--- src/rtl/rx_ctrl_pkg.sv ---
// Shared types and constants for the receive-side shift-register sequencer.
//
// Contents:
//   rx_ctrl_state_t      sequencer state (IDLE, RUN, DONE)
//   BYTE_BITS            data bits per received byte
//   STUFF_LIMIT_DEFAULT  consecutive data ones after which a stuff bit follows
package rx_ctrl_pkg;

  typedef enum logic [1:0] {
    IDLE,
    RUN,
    DONE
  } rx_ctrl_state_t;

  localparam int unsigned BYTE_BITS           = 8;
  localparam int unsigned STUFF_LIMIT_DEFAULT = 6;

endpackage

--- src/rtl/rx_bit_timer.sv ---
// Bit timer for the receive sequencer: a clock-count phase counter that is
// resynchronised on every decoded-line edge and produces the mid-bit sample
// strobe.
//
// Ports:
//   clk     in   system clock, rising edge
//   n_rst   in   asynchronous active-low reset
//   active  in   timer runs while high; counter held at 0 while low
//   d_edge  in   one-cycle pulse on any decoded-line transition
//   sample  out  mid-bit sample strobe (combinational from registered count)
module rx_bit_timer
  import rx_ctrl_pkg::*;
#(
  parameter int unsigned CLKS_PER_BIT = 8,
  parameter int unsigned SAMPLE_POINT = 3
) (
  input  logic clk,
  input  logic n_rst,
  input  logic active,
  input  logic d_edge,
  output logic sample
);

  localparam int unsigned CntW = (CLKS_PER_BIT > 1) ? $clog2(CLKS_PER_BIT) : 1;
  localparam logic [CntW-1:0] LastCnt   = CntW'(CLKS_PER_BIT - 1);
  localparam logic [CntW-1:0] SampleCnt = CntW'(SAMPLE_POINT);

  logic [CntW-1:0] clk_cnt_q, clk_cnt_d;

  // The edge cycle itself counts as phase 0, so a resync loads 1 for the
  // following cycle. Resync takes priority over the normal increment/wrap.
  always_comb begin
    clk_cnt_d = clk_cnt_q;
    if (!active) begin
      clk_cnt_d = '0;
    end else if (d_edge) begin
      clk_cnt_d = CntW'(1);
    end else if (clk_cnt_q == LastCnt) begin
      clk_cnt_d = '0;
    end else begin
      clk_cnt_d = clk_cnt_q + CntW'(1);
    end
  end

  always_ff @(posedge clk or negedge n_rst) begin
    if (!n_rst) begin
      clk_cnt_q <= '0;
    end else begin
      clk_cnt_q <= clk_cnt_d;
    end
  end

  // An edge landing on the sample point wins: the bit is sampled after the
  // resync instead, so it is neither lost nor doubled.
  assign sample = active && (clk_cnt_q == SampleCnt) && !d_edge;

endmodule

--- src/rtl/rx_shift_ctrl.sv ---
// Sequencer for the receive-side 8-bit serial-in/parallel-out shift register
// (LSB first). Generates mid-bit shift strobes, drops stuffed bits, counts
// data bits and flags each completed byte.
//
// Ports:
//   clk            in   system clock, rising edge
//   n_rst          in   asynchronous active-low reset
//   enable_timer   in   from RX FSM; high while a packet is being received
//   d_edge         in   one-cycle pulse on any decoded-line transition
//   d_orig         in   decoded serial bit (same signal the shift register samples)
//   shift_enable   out  one-cycle strobe to the shift register
//   byte_received  out  one-cycle pulse, byte complete in the shift register
//   bit_count      out  data bits shifted into the current byte, 0..7
//   stuff_err      out  sticky stuff-bit violation flag
//
// Build option: define RX_STUFF_CHECK_EN to build the stuff-bit checker;
// otherwise stuff_err is tied low.
module rx_shift_ctrl
  import rx_ctrl_pkg::*;
#(
  parameter int unsigned CLKS_PER_BIT = 8,
  parameter int unsigned SAMPLE_POINT = 3,
  parameter int unsigned STUFF_LIMIT  = STUFF_LIMIT_DEFAULT
) (
  input  logic       clk,
  input  logic       n_rst,
  input  logic       enable_timer,
  input  logic       d_edge,
  input  logic       d_orig,
  output logic       shift_enable,
  output logic       byte_received,
  output logic [3:0] bit_count,
  output logic       stuff_err
);

  localparam int unsigned OnesW = $clog2(STUFF_LIMIT + 1);
  localparam logic [OnesW-1:0] StuffMax = OnesW'(STUFF_LIMIT);
  localparam logic [3:0]       LastBit  = 4'(BYTE_BITS - 1);

  rx_ctrl_state_t   state_q, state_d;
  logic [3:0]       bit_cnt_q, bit_cnt_d;
  logic [OnesW-1:0] ones_q, ones_d;

  logic timer_active;
  logic sample;
  logic stuff_bit;
  logic data_bit;

  // Dropping enable_timer also clears the timer on that same edge.
  assign timer_active = (state_q != IDLE) && enable_timer;

  rx_bit_timer #(
    .CLKS_PER_BIT (CLKS_PER_BIT),
    .SAMPLE_POINT (SAMPLE_POINT)
  ) u_bit_timer (
    .clk    (clk),
    .n_rst  (n_rst),
    .active (timer_active),
    .d_edge (d_edge),
    .sample (sample)
  );

  // The bit following STUFF_LIMIT data ones is a stuff bit and never shifts.
  assign stuff_bit = sample && (ones_q == StuffMax);
  assign data_bit  = sample && !stuff_bit;

  always_comb begin
    state_d   = state_q;
    bit_cnt_d = bit_cnt_q;
    ones_d    = ones_q;

    unique case (state_q)
      IDLE: begin
        if (enable_timer) begin
          state_d = RUN;
        end
      end
      RUN, DONE: begin
        // DONE is a single-cycle marker; the bit timer keeps running through it.
        state_d = RUN;
        if (stuff_bit) begin
          ones_d = '0;
        end else if (data_bit) begin
          // Run length carries across byte boundaries.
          ones_d = d_orig ? (ones_q + OnesW'(1)) : '0;
          if (bit_cnt_q == LastBit) begin
            bit_cnt_d = '0;
            state_d   = DONE;
          end else begin
            bit_cnt_d = bit_cnt_q + 4'd1;
          end
        end
      end
      default: begin
        state_d = IDLE;
      end
    endcase

    // Losing enable discards any partial byte without a byte_received pulse.
    if (!enable_timer) begin
      state_d   = IDLE;
      bit_cnt_d = '0;
      ones_d    = '0;
    end
  end

  always_ff @(posedge clk or negedge n_rst) begin
    if (!n_rst) begin
      state_q   <= IDLE;
      bit_cnt_q <= '0;
      ones_q    <= '0;
    end else begin
      state_q   <= state_d;
      bit_cnt_q <= bit_cnt_d;
      ones_q    <= ones_d;
    end
  end

  // Decoded from registered state only, so the strobe cannot glitch on
  // asynchronous input changes other than d_edge suppression.
  assign shift_enable  = data_bit;
  assign byte_received = (state_q == DONE);
  assign bit_count     = bit_cnt_q;

`ifdef RX_STUFF_CHECK_EN
  logic stuff_err_q, stuff_err_d;

  // A one where a stuff bit belongs is a violation; the flag stays set for
  // the rest of the packet. Sequencing is unaffected.
  always_comb begin
    stuff_err_d = stuff_err_q;
    if (!enable_timer) begin
      stuff_err_d = 1'b0;
    end else if (stuff_bit && d_orig) begin
      stuff_err_d = 1'b1;
    end
  end

  always_ff @(posedge clk or negedge n_rst) begin
    if (!n_rst) begin
      stuff_err_q <= 1'b0;
    end else begin
      stuff_err_q <= stuff_err_d;
    end
  end

  assign stuff_err = stuff_err_q;
`else
  assign stuff_err = 1'b0;
`endif

endmodule

--- config.mk ---
export PLATFORM = sky130hd
export DESIGN_NAME = rx_shift_ctrl
export DESIGN_NICKNAME = d
export VERILOG_FILES = /design/src/rtl/rx_ctrl_pkg.sv /design/src/rtl/rx_bit_timer.sv /design/src/rtl/rx_shift_ctrl.sv
export SDC_FILE = /design/constraint.sdc
export NUM_CORES = 1
export LEC_CHECK = 0
export CORE_MARGIN = 4
export CORE_UTILIZATION = 40
export DETAILED_ROUTE_END_ITERATION = 10
export PLACE_DENSITY = 0.63
export SLEW_MARGIN = 20
export SYNTH_ARGS = -nofsm -noshare
export SYNTH_HDL_FRONTEND = slang
export SYNTH_HIERARCHICAL = 1
export SYNTH_SLANG_ARGS = --single-unit
--- constraint.sdc ---
create_clock -name clk -period 2.2 [get_ports clk]
set_clock_uncertainty 0.1 [all_clocks]
set_input_delay 0.44 -clock clk [delete_from_list [all_inputs] [get_ports clk]]
set_output_delay 0.44 -clock clk [all_outputs]
set_load 0.05 [all_outputs]
* Word-level counts from Yosys, hierarchy flattened
Index checks and enable logic that the tools add are counted.
** Operators by class
- Add/subtract/negate cells :: 3
- Eq/ne operators :: 10
- Mux-type cells :: 18
- Reduce and logical (&&, ||, !) cells :: 12
** Operators with widths (count)
- 3-bit two-way mux :: 8
- 4-bit two-way mux :: 5
- 2-bit two-way mux :: 4
- 3-bit by 1-bit adder with 3-bit output (second input constant) :: 2
- 3-bit equality test (second input constant) :: 2
- 1-bit logical AND :: 5
- 4-bit by 1-bit adder with 4-bit output (second input constant) :: 1
- 4-bit by 3-bit equality test with 1-bit output (second input constant) :: 1
- 2-bit by 1-bit inequality test with 1-bit output (second input constant) :: 2
- 2-bit case mux with 2 select lines :: 1
- 3-bit by 2-bit equality test with 1-bit output (second input constant) :: 1
- 3-bit by 1-bit inequality test with 1-bit output (second input constant) :: 1
- 3-bit AND reduction :: 1
- 2-bit by 1-bit equality test with 1-bit output (second input constant) :: 1
- 2-bit equality test (second input constant) :: 1
- 1-bit logical NOT :: 2
- 2-bit logical NOT :: 1
- 2-bit inequality test (second input constant) :: 1
- 2-bit AND reduction :: 1
- 2-bit nonzero test :: 1
- 2-bit OR reduction :: 1
** Storage, ports and cells
- Register bits :: 12
- Input bits :: 5
- Output and inout port bits :: 7
- Word-level logic and storage cells :: 47

* Logic depth before layout (Yosys ltp)
Gate-level depths: netlist of run 1.
- Depth after elaboration :: 11
- Mapped depth :: 7
- Depth with buffers taken out :: 7

* Hierarchy
The synthesis of run 1 kept the hierarchy.
** Modules (own cells, without submodules)
- rx_shift_ctrl :: instances 1, cells an instance 58, area each 546.8 sq um, seq. area each 225.2 sq um
- rx_bit_timer :: instances 1, cells an instance 12, area each 157.7 sq um, seq. area each 75.1 sq um

* Worst setup path after synthesis of run 1
No wires, ideal clock.
- Path type :: reg2out
- Start point :: reg state_q[0]
- End point :: out shift_enable
- Arrival :: 1391 ps
- Data required time :: 1660 ps
- Setup slack :: 269 ps
- Stages on the path, launching flop included :: 6
- Path buffers :: 0
- Cell sequence :: dfrtp_1 > inv_1 > ha_1 > nor2_1 > and3b_2 > and2_1
** On the way
- Word-level cells in the longest chain between the ends :: 7
** RTL lines
- start, declared :: line rx_shift_ctrl.sv:40 : rx_ctrl_state_t state_q, state_d;
- start signal, assigned :: line rx_shift_ctrl.sv:113 : state_q <= state_d;
- 2-bit nonzero test (*) :: line rx_shift_ctrl.sv:50 : assign timer_active = (state_q != IDLE) && enable_timer;
- 1-bit logical AND (*) :: line rx_shift_ctrl.sv:50
- net timer_active :: line rx_shift_ctrl.sv:44 : logic timer_active;
- 1-bit logical AND (*) (2 in series) :: line rx_bit_timer.sv:55 : assign sample = active && (clk_cnt_q == SampleCnt) && !d_edge;
- net sample :: line rx_shift_ctrl.sv:45 : logic sample;
- 1-bit logical AND :: line rx_shift_ctrl.sv:64 : assign stuff_bit = sample && (ones_q == StuffMax);
- 1-bit logical NOT :: line rx_shift_ctrl.sv:65 : assign data_bit = sample && !stuff_bit;
- 1-bit logical AND (*) :: line rx_shift_ctrl.sv:65
- end, declared :: line rx_shift_ctrl.sv:30 : output logic shift_enable,
The timed path passes the listed nets; every way through them passes the cells marked *.

* Final worst setup path of run 1
- Start point :: in enable_timer
- End point :: out shift_enable
** On the way
- Word-level cells in the longest chain between the ends :: 6
** RTL lines
- start, declared :: line rx_shift_ctrl.sv:27 : input logic enable_timer,
- 1-bit logical AND (*) :: line rx_shift_ctrl.sv:50
- net timer_active :: line rx_shift_ctrl.sv:44
- 1-bit logical AND (*) (2 in series) :: line rx_bit_timer.sv:55
- net sample :: line rx_shift_ctrl.sv:45
- 1-bit logical AND :: line rx_shift_ctrl.sv:64
- 1-bit logical NOT :: line rx_shift_ctrl.sv:65
- 1-bit logical AND (*) :: line rx_shift_ctrl.sv:65
Marked as above.

==> results of run 1 <==
## layer usage
metal | wire length [µm] | share of wire [%] | GRT usage, %
met1 | 696 | 52 | 18.4
met2 | 574 | 43 | 17.4
met3 | 48 | 3.6 | 3.61
met4 | 23 | 1.7 | 8.29
met5 | 0 | 0 | 0
## worst min-delay path by stage
stage | from | endpoint
detailed placement | ones_q[0] | ones_q[0]
global route | n_rst | bit_count[0]
CTS | n_rst | bit_count[1]
floorplan | n_rst | bit_count[0]
global placement | ones_q[1] | ones_q[1]
finish | n_rst | bit_count[0]
## kinds of logic after synthesis
group                    Yosys count  share of synthesized area, %
buffers and inverters              7                          4.26
adder cells (fa/ha/maj)            9                          16.0
AND/OR/NAND/NOR                   28                          25.0
other                              1                         0.532
flip-flops                        12                          42.6
multiplexers                       2                          2.84
AO/OA/AOI/OAI                     11                          8.70
## cell type report
cell class	count	area, µm²
fillers	141	689
multi-input cells	51	377
flip-flops and latches	12	300
repair buffers	15	145
clock buffers	3	22.5
inverters	6	22.5
well taps	16	20.0
## sequential cells by signal (all words and copies together), names as in the netlist
signal and count:
ones_q 3, state_q 2, u_bit_timer/clk_cnt_q 3, bit_count 4
## synth_stat cells, drive strengths merged
cell / n / area, µm²
and4: 1 / 8.76
o21ai: 3 / 15.0
nor3: 1 / 5.00
and4bb: 1 / 12.5
nand3: 3 / 15.0
ha: 9 / 113
dfrtp: 12 / 300
nand4: 1 / 6.26
o21a: 2 / 15.0
nand2b: 1 / 6.26
a31oi: 1 / 6.26
nor2: 3 / 11.3
and2: 3 / 21.3
mux2i: 2 / 20.0
nand4b: 2 / 17.5
or4: 1 / 7.51
buf: 1 / 7.51
nor3b: 2 / 15.0
nand2: 6 / 25.0
inv: 6 / 22.5
or3: 1 / 6.26
conb: 1 / 3.75
and3b: 2 / 18.8
a21oi: 5 / 25.0
## where the power goes
part           switching (mW)  total (mW)  internal (mW)
registers             0.00146       0.225          0.223
logic                  0.0207      0.0378         0.0171
clock network          0.0691       0.132         0.0633
## worst register-to-register path: cells and delay by family, from the launching register on
family / cells / cell delay [ns]
AOI/OAI and AO/OA: 1 / 0.17
and+or+nand+nor: 4 / 0.80
adders and majority gates: 1 / 0.20
buffers and inverters: 2 / 0.16
DFF: 1 / 0.38
## per-stage QoR
step	instance area (µm²)	hold WS [ns]	worst slack (ns)
2_1_floorplan	704	0.0444	0.269
3_3_place_gp	855	0.441	0.0191
3_5_place_dp	855	0.448	-0.00527
4_1_cts	880	0.444	0.0521
5_1_grt	887	0.459	0.0336
6_report	887	0.420	0.102
## timing repair
item	CTS	global route
pin swaps	0	1
hold endpoints to repair	0	0
endpoints found under the setup margin	1	1
hold buffers	0	0
gates resized for setup	1	0
gates cloned	0	0
buffers inserted	0	1
==> out/qor.txt, run 1 <==
Final HPWL DP: 1010 µm
antenna violations before repair: 0
status: completed
Crit. Startpoint: enable_timer
maximum clock path buffer count: 2
final wirelength: 1340 µm
num ports: 12
H-Tree Depth: 1
RSZ-0062 raised after global routing: no
Max-slew headroom: 63.5%
first-pass GRT wire length: 2450 µm
largest net degree at the start of global routing: 13
post-layout util: 56.3%
layout cells sized above 1: 18.4%
antenna violation net count after detailed routing: 0
CTS clock-pin slew for the worst setup and hold paths: 0.07 ns
FMAX: 0.477 GHz
synthesis warning total: 6
CP Class: input port to output port
# nets final: 103
number of global-route vias before repair: 528
Core Box Area: 1580 µm²
R2R Path Start: state_q[1]
crit-path leading delay family: buffers and inverters
Pre-antenna DRT Iters: 4
FF+latch count, synth: 12
Worst EP required: 1.66 ns
Synth Area per Inst: 10.1 µm²
gpl congestion: 0.778
Final Hold Viols: 0
slew of the pin with the lowest slew margin: 0.546 ns
commonest cells after routing, fill and taps aside: dfrtp_1, ha_1, clkdlybuf4s50_1
CP Depth: 6
Core Rows: 14
Setup Viol. Count Final: 0
Gate Count Post-Synth: 70
Crit-path slowest cell: clkdlybuf4s50_1
number of port buffers: 10
diode count: 0
Slew Viols, Final: 0
register area share after synthesis: 42.6%
TritonCTS Buffers: 3
Critical Path AT: 1.56 ns
TNS Setup: 0 ns
worst vdd ir: 0.266 mV
Max Cap Viol: 0
Synth Net Count: 84
number of remaining DRC errors: 0
crit path max fanout: 2
PD cells: 445 nW/µm²
synthesized area: 704 µm²
fin cells: 103
Layout area overhead: 25.9%
cell count after placement: 99
worst skew pair latency: 0.27 ns
crit path cell chain: clkdlybuf4s50_1 > inv_2 > nor2_1 > and3b_2 > and2_4 > buf_12
Via density: 5.27
grt ovf: 0
clk root buf: clkbuf_4
die width: 50.0 µm
Hold Path Class: input port to async pin
die area: 2500 µm²
total leakage power: 0.426 nW
fin crit share: 95.4%
CTS tree: built
Wirelength per Cell: 13.0 µm
DRT iter0 DRCs: 8
internal reg-to-reg setup slack: 0.31 ns
routed vias: 543
die height: 50.0 µm
Worst Setup EP: shift_enable
crit path buf inv count: 3
post-synth cell types: 28
Total Routing Usage GR: 13.2%
crit-path max cell delay: 0.49 ns
Final Critical Period: 2.10 ns
Starting Density: 44.7%
total power: 0.395 mW
Setup crit start kind: input port
commonest non-fill, non-tap cell in the layout: dfrtp_1
R2R depth: 8
reg2reg end: bit_count[0]
Critical Path Sink Type: output port
CTS Sinks: 12
(Power assumes the default switching activity.)
==> run 2: changes to the inputs <==
--- a/config.mk
+++ b/config.mk
@@ -12,5 +12,4 @@
 export SLEW_MARGIN = 20
 export SYNTH_ARGS = -nofsm -noshare
 export SYNTH_HDL_FRONTEND = slang
-export SYNTH_HIERARCHICAL = 1
 export SYNTH_SLANG_ARGS = --single-unit
==> out/qor.txt, run 2 <==
status: completed
die height: 50.4 µm
number of remaining DRC errors: 0
TNS Setup: 0 ns
fin crit share: 97.9%
Synth Net Count: 87
antenna violations before repair: 0
max reg flops: 4
CTS clock-pin slew for the worst setup and hold paths: 0.07 ns
Max-slew headroom: 63.5%
Core Rows: 15
Starting Density: 42.1%
internal reg-to-reg setup slack: 0.34 ns
dominant cell by count in the synthesized netlist: dfrtp_1
R2R Path Start: state_q[1]
commonest cells after routing, fill and taps aside: dfrtp_1, nand2_1, ha_1, clkdlybuf4s50_1, nor2_1
Slew Viols, Final: 0
Critical Path Sink Type: output port
slew of the pin with the lowest slew margin: 0.546 ns
CTS Sinks: 12
crit path max fanout: 3
Critical Path AT: 1.61 ns
grt ovf: 0
final instance area: 910 µm²
DRT iter0 DRCs: 6
die width: 50.4 µm
synthesized area: 719 µm²
Gate Count Post-Synth: 73
routed vias: 539
diode count: 0
TritonCTS Buffers: 3
Synth area leaders: dfrtp_1, ha_1, mux2i_1
# hold bufs at CTS: 0
Synth Area per Inst: 9.86 µm²
reg2reg end: bit_count[3]
antenna violation net count after detailed routing: 0
Final Critical Period: 2.15 ns
PD cells: 436 nW/µm²
post-synth cell types: 24
final wirelength: 1300 µm
FMAX: 0.464 GHz
worst skew pair latency: 0.27 ns
Worst EP required: 1.66 ns
RSZ-0062 raised after global routing: no
register area share after synthesis: 41.7%
FF+latch count, synth: 12
EDFF count, synth: 0
Core Box Area: 1710 µm²
Pre-antenna DRT Iters: 4
synthesis warning total: 0
# nets final: 104
worst vdd ir: 0.286 mV
H-Tree Depth: 1
die area: 2540 µm²
area leader, netlist: dfrtp_1
post-synth top area share: 41.7%
Via density: 4.77
largest net degree at the start of global routing: 15
num ports: 12
ys flop type: dfrtp_1
Max Cap Viol: 0
Setup Viol. Count Final: 0
CTS tree: built
Wirelength per Cell: 11.5 µm
total leakage power: 0.414 nW
Layout area overhead: 26.4%
maximum clock path buffer count: 2
R2R depth: 6
number of global-route vias before repair: 519
first-pass GRT wire length: 2330 µm
most instantiated cells after synthesis: dfrtp_1, nand2_1, ha_1, nor2_1, mux2i_1
commonest non-fill, non-tap cell in the layout: dfrtp_1
Total Routing Usage GR: 12.3%
Hold Path Class: input port to async pin
Synth async-reset ratio: 100%
gpl congestion: 0.767
CP Class: input port to output port
layout cells sized above 1: 14.8%
clk root buf: clkbuf_4
Final Hold Viols: 0
Setup crit start kind: input port
Final HPWL DP: 1010 µm
placed inst area: 872 µm²
number of port buffers: 10
[run 2: cell type report]
type | instances | area (µm²)
flip-flops and latches | 12 | 300
multi-input cells | 55 | 403
well taps | 25 | 31.3
repair buffers | 14 | 138
clock buffers | 3 | 22.5
inverters | 4 | 15.0
fillers | 166 | 798
[run 2: where the power goes]
part / total [mW] / switching, mW / internal (mW)
clock network: 0.131 / 0.0681 / 0.0633
logic: 0.0406 / 0.0227 / 0.0179
registers: 0.225 / 0.00130 / 0.223
total: 0.397 / 0.0921 / 0.304
[run 2: worst max-delay path: stages]
cell	delay, ns
clkdlybuf4s50_1	0.48
or3b_4	0.42
nor2_4	0.13
buf_12	0.14
[run 2: per-stage QoR]
| stage | std cells | power (mW) | hold WS (ns) | util [%] | worst slack [ns] |
|---|---|---|---|---|---|
| final | 113 | 0.397 | 0.424 | 53.3 | 0.0463 |
| after global routing | 113 | 0.424 | 0.485 | 53.3 | 0.000983 |
| after CTS | 112 | 0.406 | 0.441 | 52.8 | 0.000885 |
| after detailed placement | 109 | 0.268 | 0.440 | 51.1 | -0.0216 |
| after global placement | 109 | 0.267 | 0.419 | 51.1 | -0.0118 |
| after floorplan | 73 | 0.249 | 0.0444 | - | 0.139 |
[run 2: metal layers]
layer	vias up	routed length, µm	track usage (%)
met1	248	569	14.7
li1	278	-	-
met3	5	33	1.19
met5	-	0	0
met2	8	647	20.2
met4	0	45	9.42
[run 2: worst max-delay path by stage]
stage,startpoint,endpoint,slack [ns],depth (start not counted)
after floorplan,state_q[0],shift_enable,0.14,4
after global placement,enable_timer,shift_enable,-0.01,4
after detailed placement,enable_timer,shift_enable,-0.02,4
after CTS,state_q[0],shift_enable,0.0009,5
after global routing,state_q[0],shift_enable,0.001,5
final,enable_timer,shift_enable,0.05,4
[run 2: timing repair]
item                       CTS  global route
setup endpoints to repair    1             1
buffers inserted             0             1
pin swaps                    0             2
gates resized for setup      2             0
[run 2: logic make-up after synthesis]
kind of cell | count (synthesis) | synth area share (%)
fa+ha+maj | 9 | 15.7
other cells | 1 | 0.521
mux | 5 | 6.96
buf+inv | 6 | 3.65
simple gates | 35 | 27.3
flops | 12 | 41.7
compound gates | 5 | 4.17
==> run 3: changes to the inputs <==
--- a/config.mk
+++ b/config.mk
@@ -5,6 +5,7 @@
 export SDC_FILE = /design/constraint.sdc
 export NUM_CORES = 1
 export LEC_CHECK = 0
+export CAP_MARGIN = 10
 export CORE_MARGIN = 4
 export CORE_UTILIZATION = 40
 export DETAILED_ROUTE_END_ITERATION = 10
==> results of run 3 <==
Final layout, timing and power as in run 2 (identical DEF).
